==> src/rtl/risc_toy_hazard_ctrl_if.sv <==
// Control bundle between the RISC_TOY pipeline and its hazard controller.
// Outputs ending in _c are combinational in the same cycle; haz_cnt is registered.
interface risc_toy_hazard_ctrl_if #(
  parameter int unsigned RAW = 5,
  parameter int unsigned CW  = 16
);
  logic           id_valid;
  logic [RAW-1:0] id_rs1;
  logic [RAW-1:0] id_rs2;
  logic           id_rs1_en;
  logic           id_rs2_en;
  logic [RAW-1:0] id_rd;
  logic           id_we;
  logic           id_load;
  logic           ex_br_taken;
  logic           dmem_wait;

  logic           stall_if_c;
  logic           bubble_ex_c;
  logic           flush_id_c;
  logic           freeze_c;
  logic [1:0]     fwd_a_c;
  logic [1:0]     fwd_b_c;
  logic [CW-1:0]  haz_cnt;

  modport master (
    output id_valid, id_rs1, id_rs2, id_rs1_en, id_rs2_en, id_rd, id_we, id_load,
    output ex_br_taken, dmem_wait,
    input  stall_if_c, bubble_ex_c, flush_id_c, freeze_c, fwd_a_c, fwd_b_c, haz_cnt
  );

  modport slave (
    input  id_valid, id_rs1, id_rs2, id_rs1_en, id_rs2_en, id_rd, id_we, id_load,
    input  ex_br_taken, dmem_wait,
    output stall_if_c, bubble_ex_c, flush_id_c, freeze_c, fwd_a_c, fwd_b_c, haz_cnt
  );
endinterface

==> src/rtl/risc_toy_hazard_ctrl.sv <==
// RISC_TOY pipeline hazard controller: RAW detection, stall/bubble/flush/freeze, hazard counter.
// Define RISC_TOY_FWD_EN for load-use-only stalls plus EX operand-forwarding selects.
module risc_toy_hazard_ctrl #(
  parameter int unsigned RAW = 5,
  parameter int unsigned CW  = 16
) (
  input logic                    clk,
  input logic                    rst_n,
  risc_toy_hazard_ctrl_if.slave  bus
);

  typedef struct packed {
    logic           v;
    logic           we;
    logic [RAW-1:0] rd;
  } dst_t;

  dst_t          x_q, m_q, w_q, x_d;
  logic [CW-1:0] cnt_q, cnt_d;
  logic [2:0]    ctl_q, ctl_d;     // {stall_if, bubble_ex, flush_id}
  logic [2:0]    ctl_out_c;
  logic          hz_c, run_c, issue_c;

  function automatic logic hit(dst_t e, logic [RAW-1:0] s, logic en);
    return e.v & e.we & (e.rd == s) & en;
  endfunction

`ifdef RISC_TOY_FWD_EN
  logic           x_ld_q, x_rs1_en_q, x_rs2_en_q;
  logic [RAW-1:0] x_rs1_q, x_rs2_q;

  function automatic logic [1:0] fsel(dst_t m, dst_t w, logic [RAW-1:0] s, logic en);
    if (hit(m, s, en)) return 2'b01;
    if (hit(w, s, en)) return 2'b10;
    return 2'b00;
  endfunction

  // Only a load still in EX cannot be forwarded in time
  assign hz_c = bus.id_valid & x_ld_q &
                (hit(x_q, bus.id_rs1, bus.id_rs1_en) | hit(x_q, bus.id_rs2, bus.id_rs2_en));

  assign bus.fwd_a_c = (rst_n & run_c & x_q.v) ? fsel(m_q, w_q, x_rs1_q, x_rs1_en_q) : 2'b00;
  assign bus.fwd_b_c = (rst_n & run_c & x_q.v) ? fsel(m_q, w_q, x_rs2_q, x_rs2_en_q) : 2'b00;

  always_ff @(posedge clk or negedge rst_n) begin
    if (!rst_n) begin
      x_ld_q     <= 1'b0;
      x_rs1_q    <= '0;
      x_rs2_q    <= '0;
      x_rs1_en_q <= 1'b0;
      x_rs2_en_q <= 1'b0;
    end else if (run_c) begin
      x_ld_q     <= issue_c & bus.id_load;
      x_rs1_q    <= bus.id_rs1;
      x_rs2_q    <= bus.id_rs2;
      x_rs1_en_q <= issue_c & bus.id_rs1_en;
      x_rs2_en_q <= issue_c & bus.id_rs2_en;
    end
  end
`else
  logic unused_id_load;
  assign unused_id_load = bus.id_load;

  // Regfile has no write-to-read bypass, so anything in EX/MEM/WB blocks the reader
  assign hz_c = bus.id_valid &
                (hit(x_q, bus.id_rs1, bus.id_rs1_en) | hit(m_q, bus.id_rs1, bus.id_rs1_en) |
                 hit(w_q, bus.id_rs1, bus.id_rs1_en) | hit(x_q, bus.id_rs2, bus.id_rs2_en) |
                 hit(m_q, bus.id_rs2, bus.id_rs2_en) | hit(w_q, bus.id_rs2, bus.id_rs2_en));

  assign bus.fwd_a_c = 2'b00;
  assign bus.fwd_b_c = 2'b00;
`endif

  // Branch kills the ID instruction, so it overrides the hazard stall
  always_comb begin
    run_c   = ~bus.dmem_wait;
    issue_c = bus.id_valid & ~hz_c & ~bus.ex_br_taken;
    ctl_d   = {~bus.ex_br_taken & hz_c, bus.ex_br_taken | hz_c, bus.ex_br_taken};
    x_d     = issue_c ? {1'b1, bus.id_we, bus.id_rd} : '0;
    cnt_d   = cnt_q;
    if (ctl_d[2] && (cnt_q != '1)) cnt_d = cnt_q + CW'(1);
  end

  // Freeze replays the last unfrozen control word
  assign ctl_out_c       = !rst_n ? 3'b000 : (bus.dmem_wait ? ctl_q : ctl_d);
  assign bus.stall_if_c  = ctl_out_c[2];
  assign bus.bubble_ex_c = ctl_out_c[1];
  assign bus.flush_id_c  = ctl_out_c[0];
  assign bus.freeze_c    = rst_n & bus.dmem_wait;
  assign bus.haz_cnt     = cnt_q;

  always_ff @(posedge clk or negedge rst_n) begin
    if (!rst_n) begin
      x_q   <= '0;
      m_q   <= '0;
      w_q   <= '0;
      cnt_q <= '0;
      ctl_q <= '0;
    end else if (run_c) begin
      w_q   <= m_q;
      m_q   <= x_q;
      x_q   <= x_d;
      cnt_q <= cnt_d;
      ctl_q <= ctl_d;
    end
  end

endmodule

==> src/flat_wrapper.sv <==
// flat-port wrapper written by rule: the top's interface ports become plain ports
module risc_toy_hazard_ctrl_flat 
#(
  parameter int unsigned RAW = 5,
  parameter int unsigned CW  = 16
)
  (clk, rst_n, bus_id_valid, bus_id_rs1, bus_id_rs2, bus_id_rs1_en, bus_id_rs2_en, bus_id_rd, bus_id_we, bus_id_load, bus_ex_br_taken, bus_dmem_wait, bus_stall_if_c, bus_bubble_ex_c, bus_flush_id_c, bus_freeze_c, bus_fwd_a_c, bus_fwd_b_c, bus_haz_cnt);
  risc_toy_hazard_ctrl_if #(.RAW(RAW), .CW(CW)) bus_i ();
  input logic clk;
  input logic rst_n;
  input wire logic [$bits(bus_i.id_valid)-1:0] bus_id_valid;
  input wire logic [$bits(bus_i.id_rs1)-1:0] bus_id_rs1;
  input wire logic [$bits(bus_i.id_rs2)-1:0] bus_id_rs2;
  input wire logic [$bits(bus_i.id_rs1_en)-1:0] bus_id_rs1_en;
  input wire logic [$bits(bus_i.id_rs2_en)-1:0] bus_id_rs2_en;
  input wire logic [$bits(bus_i.id_rd)-1:0] bus_id_rd;
  input wire logic [$bits(bus_i.id_we)-1:0] bus_id_we;
  input wire logic [$bits(bus_i.id_load)-1:0] bus_id_load;
  input wire logic [$bits(bus_i.ex_br_taken)-1:0] bus_ex_br_taken;
  input wire logic [$bits(bus_i.dmem_wait)-1:0] bus_dmem_wait;
  output wire logic [$bits(bus_i.stall_if_c)-1:0] bus_stall_if_c;
  output wire logic [$bits(bus_i.bubble_ex_c)-1:0] bus_bubble_ex_c;
  output wire logic [$bits(bus_i.flush_id_c)-1:0] bus_flush_id_c;
  output wire logic [$bits(bus_i.freeze_c)-1:0] bus_freeze_c;
  output wire logic [$bits(bus_i.fwd_a_c)-1:0] bus_fwd_a_c;
  output wire logic [$bits(bus_i.fwd_b_c)-1:0] bus_fwd_b_c;
  output wire logic [$bits(bus_i.haz_cnt)-1:0] bus_haz_cnt;
  assign bus_i.id_valid = bus_id_valid;
  assign bus_i.id_rs1 = bus_id_rs1;
  assign bus_i.id_rs2 = bus_id_rs2;
  assign bus_i.id_rs1_en = bus_id_rs1_en;
  assign bus_i.id_rs2_en = bus_id_rs2_en;
  assign bus_i.id_rd = bus_id_rd;
  assign bus_i.id_we = bus_id_we;
  assign bus_i.id_load = bus_id_load;
  assign bus_i.ex_br_taken = bus_ex_br_taken;
  assign bus_i.dmem_wait = bus_dmem_wait;
  assign bus_stall_if_c = bus_i.stall_if_c;
  assign bus_bubble_ex_c = bus_i.bubble_ex_c;
  assign bus_flush_id_c = bus_i.flush_id_c;
  assign bus_freeze_c = bus_i.freeze_c;
  assign bus_fwd_a_c = bus_i.fwd_a_c;
  assign bus_fwd_b_c = bus_i.fwd_b_c;
  assign bus_haz_cnt = bus_i.haz_cnt;
  risc_toy_hazard_ctrl #(.RAW(RAW), .CW(CW)) u_core (.clk(clk), .rst_n(rst_n), .bus(bus_i));
endmodule
==> config.mk <==
export PLATFORM = sky130hd
export DESIGN_NAME = risc_toy_hazard_ctrl_flat
export DESIGN_NICKNAME = d
export VERILOG_FILES = /design/src/rtl/risc_toy_hazard_ctrl_if.sv /design/src/rtl/risc_toy_hazard_ctrl.sv /design/src/flat_wrapper.sv
export SDC_FILE = /design/constraint.sdc
export NUM_CORES = 1
export LEC_CHECK = 0
export BUFFER_PORTS_ARGS = -buffer_cell sky130_fd_sc_hd__buf_2
export CAP_MARGIN = 20
export CORE_UTILIZATION = 58
export DETAILED_ROUTE_END_ITERATION = 10
export PLACE_DENSITY = 0.95
export SLEW_MARGIN = 5
export SYNTH_ARGS = -nofsm -noshare
export SYNTH_HDL_FRONTEND = slang
export SYNTH_SLANG_ARGS = --single-unit
==> constraint.sdc <==
create_clock -name clk -period 2.8 [get_ports clk]
set_input_delay 0.14 -clock clk [delete_from_list [all_inputs] [get_ports clk]]
set_output_delay 0.14 -clock clk [all_outputs]
set_load 0.05 [all_outputs]
---- After elaboration in Yosys (flattened, before gate mapping) ----
Index checks and enable logic that the tools add are counted.
word-level totals
  bits in registers ....................... 40
  latch bits .............................. 0
  bits in writable memories ............... 0
  ROM bits ................................ 0
  bits of input ports ..................... 24
  output and inout bits ................... 24
  word-level logic and storage cells ...... 53
  memories ................................ 0
operators by class
  $add $sub $neg .......................... 1
  $mul .................................... 0
  divide/modulo/power cells ............... 0
  order comparisons ....................... 0
  eq/ne operators ......................... 7
  shift operators ......................... 0
  mux-type cells .......................... 3
  bitwise logic cells ..................... 29
  reductions and logical operators ........ 2
operators with widths
  cell                                            number
  equality test 5 bit                             6
  bitwise AND 1 bit                               20
  adder 16 x 1 -> 16 bit (second input constant)  1
  != test 16 bit (second input constant)          1
  2-to-1 mux 7 bit                                1
  2-to-1 mux 3 bit                                2
  OR 1 bit                                        6
  inverter 1 bit                                  3
  AND reduction 2 bit                             1
  logical AND 1 bit                               1

---- Logic depth before layout (Yosys ltp) ----
  depth after elaboration ................. 13
  mapped depth ............................ 7
  depth with buffers taken out ............ 7

---- Least setup slack after synthesis ----
No wires, ideal clock.
  kind .................................... register to register
  start ................................... register u_core.cnt_q[0], in the netlist u_core.bus.haz_cnt[0]
  end ..................................... register u_core.cnt_q[1], in the netlist u_core.bus.haz_cnt[1]
  library setup time ...................... 125 ps
  arrival time ............................ 2094 ps
  data required time ...................... 2675 ps
  slack ................................... 581 ps
  stages on the path, launching flop included .. 8
  path buffers ............................ 0
  period minus slack after synthesis ...... 2219 ps
  cells stage by stage .................... dfrtp_1 > ha_1 > nand3_4 > nor3_1 > nand3_1 > nand2_2 > nor2_1 > mux2_2
on the way
  word-level cells in the longest chain between the ends .. 3
  elaborated cells on any way between the ends .. 4
  classes of those cells .................. add/sub (1); eq/ne (1); reduce/logical (2)
RTL lines
  what                                                            line                         text
  from (decl)                                                     risc_toy_hazard_ctrl.sv:19   logic [CW-1:0] cnt_q, cnt_d;
  from (signal assigned)                                          risc_toy_hazard_ctrl.sv:103  cnt_q <= cnt_d;
  branches (longest 3 deep; another with adder 16 x 1 -> 16 bit)  -
Parallel ways; which one is timed is not known.
A chain may end at the register's enable or synchronous reset.

---- Worst setup path in the final report ----
  start ................................... register u_core.m_q[1] in the netlist's numbering
  end ..................................... output bus_bubble_ex_c
on the way
  word-level cells in the longest chain between the ends .. 12
  elaborated cells on any way between the ends .. 15
  classes of those cells .................. eq/ne (2); mux (2); bitwise (11)
RTL lines
  what                                line                         text
  from (decl)                         risc_toy_hazard_ctrl.sv:18   dst_t x_q, m_q, w_q, x_d;
  from (signal assigned)              risc_toy_hazard_ctrl.sv:101  m_q <= x_q;
  equality test 5 bit                 risc_toy_hazard_ctrl.sv:25   return e.v & e.we & (e.rd == s) & en;
  bitwise AND 1 bit (2 in series)     risc_toy_hazard_ctrl.sv:25
  OR 1 bit (2 in series)              risc_toy_hazard_ctrl.sv:66   (hit(x_q, bus.id_rs1, bus.id_rs1_en) | hit(m_q, bus.id_rs1, bus.id_rs1_en) |
  OR 1 bit                            risc_toy_hazard_ctrl.sv:67   hit(w_q, bus.id_rs1, bus.id_rs1_en) | hit(x_q, bus.id_rs2, bus.id_rs2_en) |
  OR 1 bit (*)                        risc_toy_hazard_ctrl.sv:67
  OR 1 bit (*)                        risc_toy_hazard_ctrl.sv:68   hit(m_q, bus.id_rs2, bus.id_rs2_en) | hit(w_q, bus.id_rs2, bus.id_rs2_en));
  bitwise AND 1 bit (*)               risc_toy_hazard_ctrl.sv:65   assign hz_c = bus.id_valid &
  OR 1 bit (*)                        risc_toy_hazard_ctrl.sv:78   ctl_d = {~bus.ex_br_taken & hz_c, bus.ex_br_taken | hz_c, bus.ex_br_taken};
  2-to-1 mux 3 bit (*) (2 in series)  risc_toy_hazard_ctrl.sv:85   assign ctl_out_c = !rst_n ? 3'b000 : (bus.dmem_wait ? ctl_q : ctl_d);
  to (decl)                           flat_wrapper.sv:22           output wire logic [$bits(bus_i.bubble_ex_c)-1:0] bus_bubble_ex_c;
Every way passes the cells marked *; elsewhere a longest branch is shown, timed or not.

==> results.ini <==
[run_status]
status=complete, no violations

[logic_synthesis]
synth_area_leaders=dfrtp_1 (46%), xnor2_1 (12%), mux2_2 (7.8%)
netlist_instances=187
ys_types=34
synth_area_sq_um=2160
syn_avg_cell_area_sq_um=11.6
synth_top_area_share_pct=46.3
yosysTopAreaCell=dfrtp_1
ys_seq_area_share_pct=46.3
ys_ff_latch=40
ys.warnings.count=0

[timing]
setup_viol=0
hold_violations=0
finalMaxSlewViolations=0
rsz0062_at_grt=false
final.min_clock_period_ns=2.54
relSlewSlack_pct=56.2
tightest_slew_ns=0.655
clock_skew_ns=0.00821
fin_setup_tns_ns=0
min_period_over_period_pct=90.7
fmax_ghz=0.394

[power]
power.density_nw_per_um2=475
vdd_ir_drop_max_uv=351
power.leakage_nw=1.20

[worst_setup_path]
crit_required_ns=2.66
critPathMaxStageDelay_ns=0.59
crit_arrival_ns=2.40
critPathLaunchType=flip-flop
path_delay_family=simple AND/OR/NAND/NOR gates
ff2ff_path_depth=7
cp.depth=7
cp_num_buf_inv=1
cp_max_fo=17
cp_slowest_cell=nor3_4
worst_r2r_startpoint=u_core.bus.haz_cnt[0]
setup.worst_path.class=reg -> out
r2r_end=u_core.bus.haz_cnt[1]
startpoint=u_core.m_q[1]
end_kind=output pin
crit_path_end=bus_bubble_ex_c
crit_chain=xnor2_1, nand4_1, o22ai_4, nor3_4, o21ai_0, and2_1, buf_2
reg2reg_slack_ns=0.68

[finish]
fin_nets=258
postLayoutCellArea_sq_um=2500
antenna_cells=0
fill_cells=237
drive_gt1_share_pct=32.5
ff_latch_area_sq_um=1000
area_growth_pct=15.6
final_util_pct=72.6
multi_input_area_sq_um=1120

[route]
vias=1565
drtPass1Iterations=4
ant_nets=0
drtIter0Drc=77
drc=0
detail_route.wl_per_cell_um=14.4
drt-total-wl_um=4030
vias_per_cell=5.59

[cts]
h-tree-depth=2
postCtsSetupBuffers=0
clk_pin_slew_ns=0.07
clock_path_buffers=2
cts-root-buf=clkbuf_8
post_cts_resized=0
cts_tree=yes
cts_inserted_buffers=5
clk_latency_ns=0.29
clock-sinks=40

[global_route]
overflow=0
grt_first_pass_wirelength_um=6990
antenna_found_initial=0
grt_max_degree=34
grt_usage_pct=22.8
grt_pass1_vias=1540

[placement]
io_buffers=42
hpwl_um=3030
routabilityCongestion=0.894
placed_area_sq_um=2400

[floorplanning]
start_util_pct=62.8
dieWidth_um=63.1
core_area_sq_um=3440
die_area_sq_um=3980
ios=48
die_h_um=63.1
rows=21

[min_path]
hold_class=in -> reg

[job]
cap_violations=0

[cell usage after synthesis (all sizes together)]
cell type and number:
dfrtp 40, xnor2 30, nand4 16, mux2 15
xor2 15, nand2 9, nor3 9, nand3 7
a22o 6, buf 6, nor4 6, and2 5
nor2 5, o22ai 3, a21o 2, clkbuf 2
o21ai 2, a21oi 1, and4 1, conb 1
ha 1, nand2b 1, nor2b 1, nor3b 1
or2 1, or4 1
[worst reg2reg max path, delay by kind of cell (launching register included)]
kind          cells  cell delay (ns)
mux               1             0.31
fa+ha+maj         1             0.24
simple gates      5             1.05
flops             1             0.41
[logic make-up (layout without fill, tap and decap cells)]
group / Yosys count / after routing / share of synthesized area (%)
compound gates: 14 / 14 / 5.96
buf+inv: 8 / 52 / 2.43
mux: 15 / 15 / 7.81
fa+ha+maj: 1 / 1 / 0.579
flops: 40 / 40 / 46.3
simple gates: 63 / 63 / 18.5
other cells: 1 / 4 / 0.173
xor+xnor: 45 / 45 / 18.2
[through the flow]
| stage | hold WS (ns) | power [mW] | setup slack (ns) | std cells |
|---|---|---|---|---|
| floorplan | -0.156 | 0.758 | 0.581 | 190 |
| global route | 0.0595 | 1.24 | 0.0585 | 280 |
| CTS | 0.0617 | 1.19 | 0.248 | 280 |
| global placement | 0.200 | 0.806 | 0.636 | 271 |
| detailed placement | 0.204 | 0.812 | 0.582 | 271 |
| finish | 0.0625 | 1.19 | 0.261 | 280 |
[timing repair]
action | in CTS | in global routing
hold buffers | 1 | 0
endpoints found under the setup margin | 0 | 0
endpoints found under the hold margin | 28 | 0
[how the worst min path moves through the flow]
stage	start	to	slack [ns]	depth (start not counted)
after floorplan	rst_n	u_core.bus.haz_cnt[0]	-0.16	0
after global placement	rst_n	u_core.x_q[2]	0.20	1
after detailed placement	rst_n	u_core.x_q[4]	0.20	1
after CTS	bus_id_rd[1]	u_core.x_q[1]	0.06	2
after global routing	bus_id_rd[0]	u_core.x_q[0]	0.06	2
final	bus_id_rd[0]	u_core.x_q[0]	0.06	2
[area by class of cell]
type | count | area share, %
well taps | 46 | 2.30
multi-input cells | 142 | 44.8
clock inverters | 2 | 0.401
clock buffers | 6 | 3.30
flip-flops and latches | 40 | 40.1
repair buffers | 44 | 9.11
[flip-flops by register name, indices dropped and copies added, names as in the netlist]
register and cells:
u_core.bus.haz_cnt 16, u_core.m_q 7, u_core.w_q 7, u_core.x_q 7, u_core.ctl_q 3
[layer usage]
layer  track usage (%)  routed length [um]  vias up
li1                  -                   -      753
met1              30.7                1850      748
met2              34.9                1910       51
met3              4.89                 156       13
met4              11.0                 107        0
met5                 0                   0        -
[report_power, final]
part | switching (mW) | internal, mW
combinational | 0.0883 | 0.0774
sequential | 0.0308 | 0.605
clock | 0.188 | 0.196
total | 0.307 | 0.879
[placed cells by master (no fill, tap or decap), types with 2 or more instances in the layout]
cell,instances
o21ai_0,2
nor4_4,2
clkinv_2,2
mux2_2,15
a21o_1,2
xnor2_1,30
nand4_1,16
and2_1,5
buf_2,42
dfrtp_1,40
xor2_1,15
nand2_1,8
nor4_1,4
conb_1,4
clkbuf_8,6
o22ai_2,2
a22o_1,5
nor3_1,8
nand3_1,6
nor2_1,5
No activity file was read; power rests on OpenSTA's default activity.
